--- src/rtl/uart_arb_pkg.sv ---
// Shared types and constants for the UART TX packet arbiter.
// Provides the arbiter FSM state enum and the default idle timeout.
package uart_arb_pkg;

    typedef enum logic {
        ARB_IDLE = 1'b0,
        ARB_BUSY = 1'b1
    } arb_state_e;

    localparam int DEFAULT_TIMEOUT = 1023;

endpackage

--- src/rtl/uart_tx_arbiter_if.sv ---
// Single byte stream handshake bundle (data/valid/last/ready).
// master drives data/valid/last and samples ready; slave is the mirror.
interface uart_tx_arbiter_if #(
    parameter int DW = 8
);
    logic [DW-1:0] tdata;
    logic          tvalid;
    logic          tlast;
    logic          tready;

    modport master (output tdata, output tvalid, output tlast, input tready);
    modport slave  (input tdata, input tvalid, input tlast, output tready);
endinterface

--- src/rtl/axis_out_reg.sv ---
// One-deep data/valid/last pipeline register with upstream-ready generation.
// Ports: clk, rst_n, up (slave side, accepts beats), dn (master side, presents beats).
module axis_out_reg #(
    parameter int DW = 8
) (
    input  logic               clk,
    input  logic               rst_n,
    uart_tx_arbiter_if.slave   up,
    uart_tx_arbiter_if.master  dn
);

    logic [DW-1:0] data_q, data_d;
    logic          valid_q, valid_d;
    logic          last_q, last_d;

    // Register can take a new beat when empty or draining this cycle.
    assign up.tready = !valid_q || dn.tready;

    always_comb begin
        data_d  = data_q;
        valid_d = valid_q;
        last_d  = last_q;
        if (up.tvalid && up.tready) begin
            data_d  = up.tdata;
            last_d  = up.tlast;
            valid_d = 1'b1;
        end else if (dn.tready) begin
            valid_d = 1'b0;
        end
    end

    always_ff @(posedge clk or negedge rst_n) begin
        if (!rst_n) begin
            data_q  <= '0;
            valid_q <= 1'b0;
            last_q  <= 1'b0;
        end else begin
            data_q  <= data_d;
            valid_q <= valid_d;
            last_q  <= last_d;
        end
    end

    assign dn.tdata  = data_q;
    assign dn.tvalid = valid_q;
    assign dn.tlast  = last_q;

endmodule

--- src/rtl/uart_tx_arbiter.sv ---
// Packet-granular round-robin arbiter feeding one UART TX byte stream.
// Ports: clk, rst_n, s_t* (N_REQ requesters), m_t* (output), grant, abort_pulse.
module uart_tx_arbiter
    import uart_arb_pkg::*;
#(
    parameter int DATA_WIDTH = 8,
    parameter int N_REQ      = 2,
    parameter int TIMEOUT    = DEFAULT_TIMEOUT
) (
    input  logic                        clk,
    input  logic                        rst_n,
    input  logic [N_REQ*DATA_WIDTH-1:0] s_tdata,
    input  logic [N_REQ-1:0]            s_tvalid,
    input  logic [N_REQ-1:0]            s_tlast,
    output logic [N_REQ-1:0]            s_tready,
    output logic [DATA_WIDTH-1:0]       m_tdata,
    output logic                        m_tvalid,
    output logic                        m_tlast,
    input  logic                        m_tready,
    output logic [N_REQ-1:0]            grant,
    output logic                        abort_pulse
);

    localparam int OW = (N_REQ > 1) ? $clog2(N_REQ) : 1;
    localparam int CW = $clog2(TIMEOUT + 1);

    arb_state_e       state_q, state_d;
    logic [N_REQ-1:0] grant_q, grant_d;
    logic [OW-1:0]    owner_q, owner_d;
    logic [OW-1:0]    last_q, last_d;
    logic [CW-1:0]    tcnt_q, tcnt_d;
    logic             abort_q, abort_d;
    logic             arm_q;

    logic [DATA_WIDTH-1:0] lane [N_REQ];
    logic                  own_valid, own_last, accept;
    logic                  pick_found;
    logic [OW-1:0]         pick_idx, cand;

    uart_tx_arbiter_if #(.DW(DATA_WIDTH)) up_if ();
    uart_tx_arbiter_if #(.DW(DATA_WIDTH)) dn_if ();

    for (genvar i = 0; i < N_REQ; i++) begin : g_lane
        assign lane[i] = s_tdata[i*DATA_WIDTH +: DATA_WIDTH];
    end

    assign own_valid = s_tvalid[owner_q];
    assign own_last  = s_tlast[owner_q];
    assign accept    = (state_q == ARB_BUSY) && own_valid && up_if.tready;

    // Round-robin search starting just after the previous owner.
    always_comb begin
        pick_found = 1'b0;
        pick_idx   = '0;
        cand       = '0;
        for (int k = 1; k <= N_REQ; k++) begin
            cand = OW'((int'(last_q) + k) % N_REQ);
            if (!pick_found && s_tvalid[cand]) begin
                pick_found = 1'b1;
                pick_idx   = cand;
            end
        end
    end

    always_ff @(posedge clk or negedge rst_n) begin
        if (!rst_n) begin
            state_q <= ARB_IDLE;
            grant_q <= '0;
            owner_q <= '0;
            last_q  <= OW'(N_REQ - 1);
            tcnt_q  <= '0;
            abort_q <= 1'b0;
            arm_q   <= 1'b0;
        end else begin
            state_q <= state_d;
            grant_q <= grant_d;
            owner_q <= owner_d;
            last_q  <= last_d;
            tcnt_q  <= tcnt_d;
            abort_q <= abort_d;
            arm_q   <= 1'b1;
        end
    end

    always_comb begin
        state_d = state_q;
        grant_d = grant_q;
        owner_d = owner_q;
        last_d  = last_q;
        tcnt_d  = tcnt_q;
        abort_d = 1'b0;
        unique case (state_q)
            ARB_IDLE: begin
                tcnt_d = '0;
                // arm_q holds off arbitration for the first cycle after reset.
                if (arm_q && pick_found) begin
                    state_d = ARB_BUSY;
                    grant_d = {{(N_REQ-1){1'b0}}, 1'b1} << pick_idx;
                    owner_d = pick_idx;
                end
            end
            ARB_BUSY: begin
                if (accept) begin
                    tcnt_d = '0;
                    if (own_last) begin
                        state_d = ARB_IDLE;
                        grant_d = '0;
                        last_d  = owner_q;
                    end
                end else if (!own_valid) begin
                    if (tcnt_q != CW'(TIMEOUT))
                        tcnt_d = tcnt_q + 1'b1;
                    // Release when this idle cycle brings the count to TIMEOUT.
                    if (tcnt_q >= CW'(TIMEOUT - 1)) begin
                        state_d = ARB_IDLE;
                        grant_d = '0;
                        last_d  = owner_q;
                        abort_d = 1'b1;
                    end
                end
            end
            default: state_d = ARB_IDLE;
        endcase
    end

    always_comb begin
        up_if.tvalid = (state_q == ARB_BUSY) && own_valid;
        up_if.tdata  = lane[owner_q];
        up_if.tlast  = own_last;
        s_tready     = '0;
        if (state_q == ARB_BUSY)
            s_tready = grant_q & {N_REQ{up_if.tready}};
    end

    axis_out_reg #(.DW(DATA_WIDTH)) u_out (
        .clk   (clk),
        .rst_n (rst_n),
        .up    (up_if.slave),
        .dn    (dn_if.master)
    );

    assign dn_if.tready = m_tready;
    assign m_tdata      = dn_if.tdata;
    assign m_tvalid     = dn_if.tvalid;
    assign m_tlast      = dn_if.tlast;
    assign grant        = grant_q;
    assign abort_pulse  = abort_q;

endmodule
--- config.mk ---
export PLATFORM = sky130hd
export DESIGN_NAME = uart_tx_arbiter
export DESIGN_NICKNAME = d
export VERILOG_FILES = /design/src/rtl/uart_arb_pkg.sv /design/src/rtl/uart_tx_arbiter_if.sv /design/src/rtl/axis_out_reg.sv /design/src/rtl/uart_tx_arbiter.sv
export SDC_FILE = /design/constraint.sdc
export NUM_CORES = 1
export LEC_CHECK = 0
export ABC_AREA = 1
export CORE_MARGIN = 2
export CORE_UTILIZATION = 62
export DETAILED_ROUTE_END_ITERATION = 8
export DONT_BUFFER_PORTS = 1
export GPL_ROUTABILITY_DRIVEN = 0
export GPL_TIMING_DRIVEN = 0
export PLACE_DENSITY = 0.79
export SLEW_MARGIN = 20
export SYNTH_ARGS = -nofsm -noshare
export SYNTH_HDL_FRONTEND = slang
export SYNTH_SLANG_ARGS = --single-unit
--- constraint.sdc ---
create_clock -name clk -period 2 [get_ports clk]
set_input_delay 0.4 -clock clk [delete_from_list [all_inputs] [get_ports clk]]
set_output_delay 0.4 -clock clk [all_outputs]
set_load 0.01 [all_outputs]
==> impl_metrics.csv <==
group,metric,value,unit
final_layout,fin_cells,239,
clocking,clk_pin_slew_worst_paths,0.15,ns
power,power.static_leakage,0.783,nW
clocking,number_of_buffers_inserted_by_post_cts_setup_repair,0,
logic_synthesis,yosys_most_used_dff,"dfrtp_1",
timing,finalHoldWorstSlack,0.194,ns
floorplanning,site_rows,17,
floorplanning,die_width,53.1,um
power,max-vdd-ir-drop,874,uV
power,power,1.87,mW
routing,drt-initial-drc-count,47,
logic_synthesis,flip_flop_and_latch_count_after_synthesis,27,
worst_setup_path,cp_max_fo,10,
floorplanning,num_io_pins,38,
floorplanning,die_height,53.1,um
outcome,outcome,"finished, final reports clean",
timing,tcrit_tclk_final,0.801,
power,power.density,1180,nW/um2
final_layout,finalNetCount,237,
logic_synthesis,postSynthCellCount,205,
place,placed_cells,233,
final_layout,area_growth_syn_to_layout,6.36,%
floorplanning,initial_utilization,0.663,
timing,setup_repair_after_global_routing_missed_its_margin,"no",
place,io_buffers,0,
clocking,postCtsResizedCells,0,
worst_setup_path,critical_path_class,"reg -> reg",
worst_setup_path,crit_path_cell_trace,"ha_1 > nand3_1 > nor2_4 > nand2_2 > nand2_4 > buf_6 > nand2_1 > o21ai_1",
worst_setup_path,worst_r2r_startpoint,"tcnt_q[1]",
routing,post-route-drc-count,0,
logic_synthesis,synth-warning-count,0,
routing,postRouteAntennaNets,0,
worst_setup_path,critPathCaptureType,"flip-flop",
timing,post-route-min-period,1.60,ns
place,dp_slack,0.435,ns
global_routing,grt_usage,0.257,
global_routing,globalRoute.totalOverflow,0,
worst_setup_path,path_delay_family,"simple AND/OR/NAND/NOR gates",
clocking,cts_hold_repair.buffers,2,
worst_setup_path,worst_setup_path_startpoint,"tcnt_q[1]",
logic_synthesis,syn-cell-area,1490,um2
global_routing,grt_first_pass_wirelength,5330,um
routing,detail_route.wirelength,3300,um
clocking,htreeDepth,1,
floorplanning,die_area,2820,um2
timing,drv_slew,0,
worst_setup_path,setup.reg_to_reg.worst_slack,0.40,ns
routing,firstDrtPassIters,4,
floorplanning,core-area,2250,um2
clocking,cts-root-to-sink-buffers,2,
place,total_placed_instance_area,1530,um2
clocking,clock_sinks,27,
final_layout,final_layout_size_suffix_gt1_frac,0.0995,
timing,achievable-frequency,0.624,GHz
timing,setup_slack_of_the_critical_path_after_layout,0.398,ns
hold_path,path_class_of_the_lowest_slack_min_delay_path,"in -> reg",
run,maxCapViolations,0,
worst_setup_path,cp_slowest_cell,"dfrtp_1",
global_routing,grt_max_degree,28,
worst_setup_path,worst-endpoint-arrival,1.88,ns
global_routing,antenna_found_initial,0,
routing,wl_per_cell,13.8,um
worst_setup_path,stages_on_the_worst_setup_path,8,
logic_synthesis,synthDominantAreaCellType,"dfrtp_1",
logic_synthesis,avgSynthCellArea,7.29,um2
worst_setup_path,critical-path-max-stage-delay,0.44,ns
logic_synthesis,asyncSetResetFlopFracSynth,1.00,
clocking,tritoncts_clock_tree,"yes",
routing,routed-via-count,1342,
timing,setup_viol,0,
logic_synthesis,synth_edf_count,0,
clocking,cts.root.buffer_cell,"clkbuf_4",
final_layout,num_antenna_cells,0,
global_routing,first_global_vias,1274,
worst_setup_path,cp_num_buf_inv,1,
logic_synthesis,synth_top_cell_area_share,0.436,
logic_synthesis,ys_types,24,
worst_setup_path,crit_end,"tcnt_q[5]",
routing,post_drt_via_cell_ratio,5.62,
final_layout,final_area,1590,um2
logic_synthesis,synth_area_leaders,"dfrtp_1, nand2_1, nor2_1",
worst_setup_path,critPathRequiredTime,2.27,ns
timing,totalNegativeSetupSlack,0,ns
clocking,insertion_delay,0.34,ns
worst_setup_path,crit-reg2reg-capture,"tcnt_q[5]",
place,dpl.hpwl,2520,um
worst_setup_path,reg2regPathDepth,8,
clocking,numCtsBuffers,3,
logic_synthesis,synth_seq_area_share,0.453,
logic_synthesis,synth.net_count,230,
worst_setup_path,crit_path_start_kind,"flip-flop",
final_layout,utilization,0.705,
timing,hold_viol_final,0,
timing,finalClockSkew,0.00644,ns
## metal layers
metal  GRT usage  vias up  wire, um
met5           0        -         0
met4      0.0385        0        21
met3      0.0395        3       189
met2       0.488       41      1750
met1       0.310      634      1340
li1            -      664         -
## final cells by class
type | instances | area (um2)
repair buffers | 2 | 30.0
plain buffers | 5 | 36.3
inverters | 22 | 82.6
fillers | 196 | 666
clock buffers | 3 | 22.5
flip-flops and latches | 27 | 677
multi-input cells | 151 | 698
clock inverters | 1 | 7.51
well taps | 28 | 35.0
## power by group
| part | total [mW] | internal [mW] | switching, mW |
|---|---|---|---|
| registers | 0.897 | 0.715 | 0.183 |
| logic | 0.728 | 0.246 | 0.482 |
| clock network | 0.248 | 0.0768 | 0.171 |
## synth_stat cells, types with 2 or more instances
cell      number
nand2_2        3
a21oi_1        4
a31oi_1        8
nor2_1        22
dfrtp_1       26
inv_1         19
nand4_1        6
buf_6          2
buf_2          2
o21bai_1       2
inv_2          3
ha_1           2
nand3_1       12
or2_2          2
o21ai_0        7
nand2_1       71
o21ai_1        7
## placed cells by master, fill, tap and decap left out, types with 2 or more instances in the layout
| cell type | instances |
|---|---|
| inv_2 | 3 |
| nand2_1 | 71 |
| buf_2 | 2 |
| inv_1 | 19 |
| buf_6 | 2 |
| nand4_1 | 6 |
| or2_2 | 2 |
| nor2_1 | 22 |
| clkbuf_4 | 3 |
| o21ai_1 | 7 |
| nand2_2 | 3 |
| dfrtp_1 | 26 |
| a31oi_1 | 8 |
| ha_1 | 2 |
| a21oi_1 | 4 |
| nand3_1 | 12 |
| o21ai_0 | 7 |
| o21bai_1 | 2 |
## worst min-delay path by stage
stage	from	to	slack (ns)	cells past startpoint
after floorplan	rst_n	abort_pulse	0.10	0
final	s_tdata[14]	u_out.dn.tdata[6]	0.19	2
after global placement	rst_n	tcnt_q[5]	0.10	0
after detailed placement	rst_n	tcnt_q[6]	0.10	0
after global routing	s_tdata[14]	u_out.dn.tdata[6]	0.18	2
after CTS	s_tdata[14]	u_out.dn.tdata[6]	0.20	2
## flip-flops by register name, summed over array words and instances (netlist names)
signal           count
u_out.dn.tlast       1
state_q              1
u_out.dn.tvalid      1
tcnt_q              10
owner_q              1
arm_q                1
abort_pulse          1
grant                2
u_out.dn.tdata       8
last_q               1
## worst reg2reg max path: stages, from the launching register on
cell     delay, ns
dfrtp_1       0.44
ha_1          0.21
nand3_1       0.20
nor2_4        0.19
nand2_2       0.09
nand2_4       0.11
buf_6         0.15
nand2_1       0.06
o21ai_1       0.09
## kinds of logic (layout without fill, tap and decap cells)
| kind of cell | Yosys count | in the layout | share of synthesized area |
|---|---|---|---|
| AO/OA/AOI/OAI | 29 | 29 | 0.109 |
| other | 1 | 1 | 0.00251 |
| flip-flops | 27 | 27 | 0.453 |
| adder cells (fa/ha/maj) | 2 | 2 | 0.0167 |
| AND/OR/NAND/NOR | 119 | 119 | 0.339 |
| buffers and inverters | 27 | 33 | 0.0796 |
Note: power is estimated with default switching activity, not from simulation.
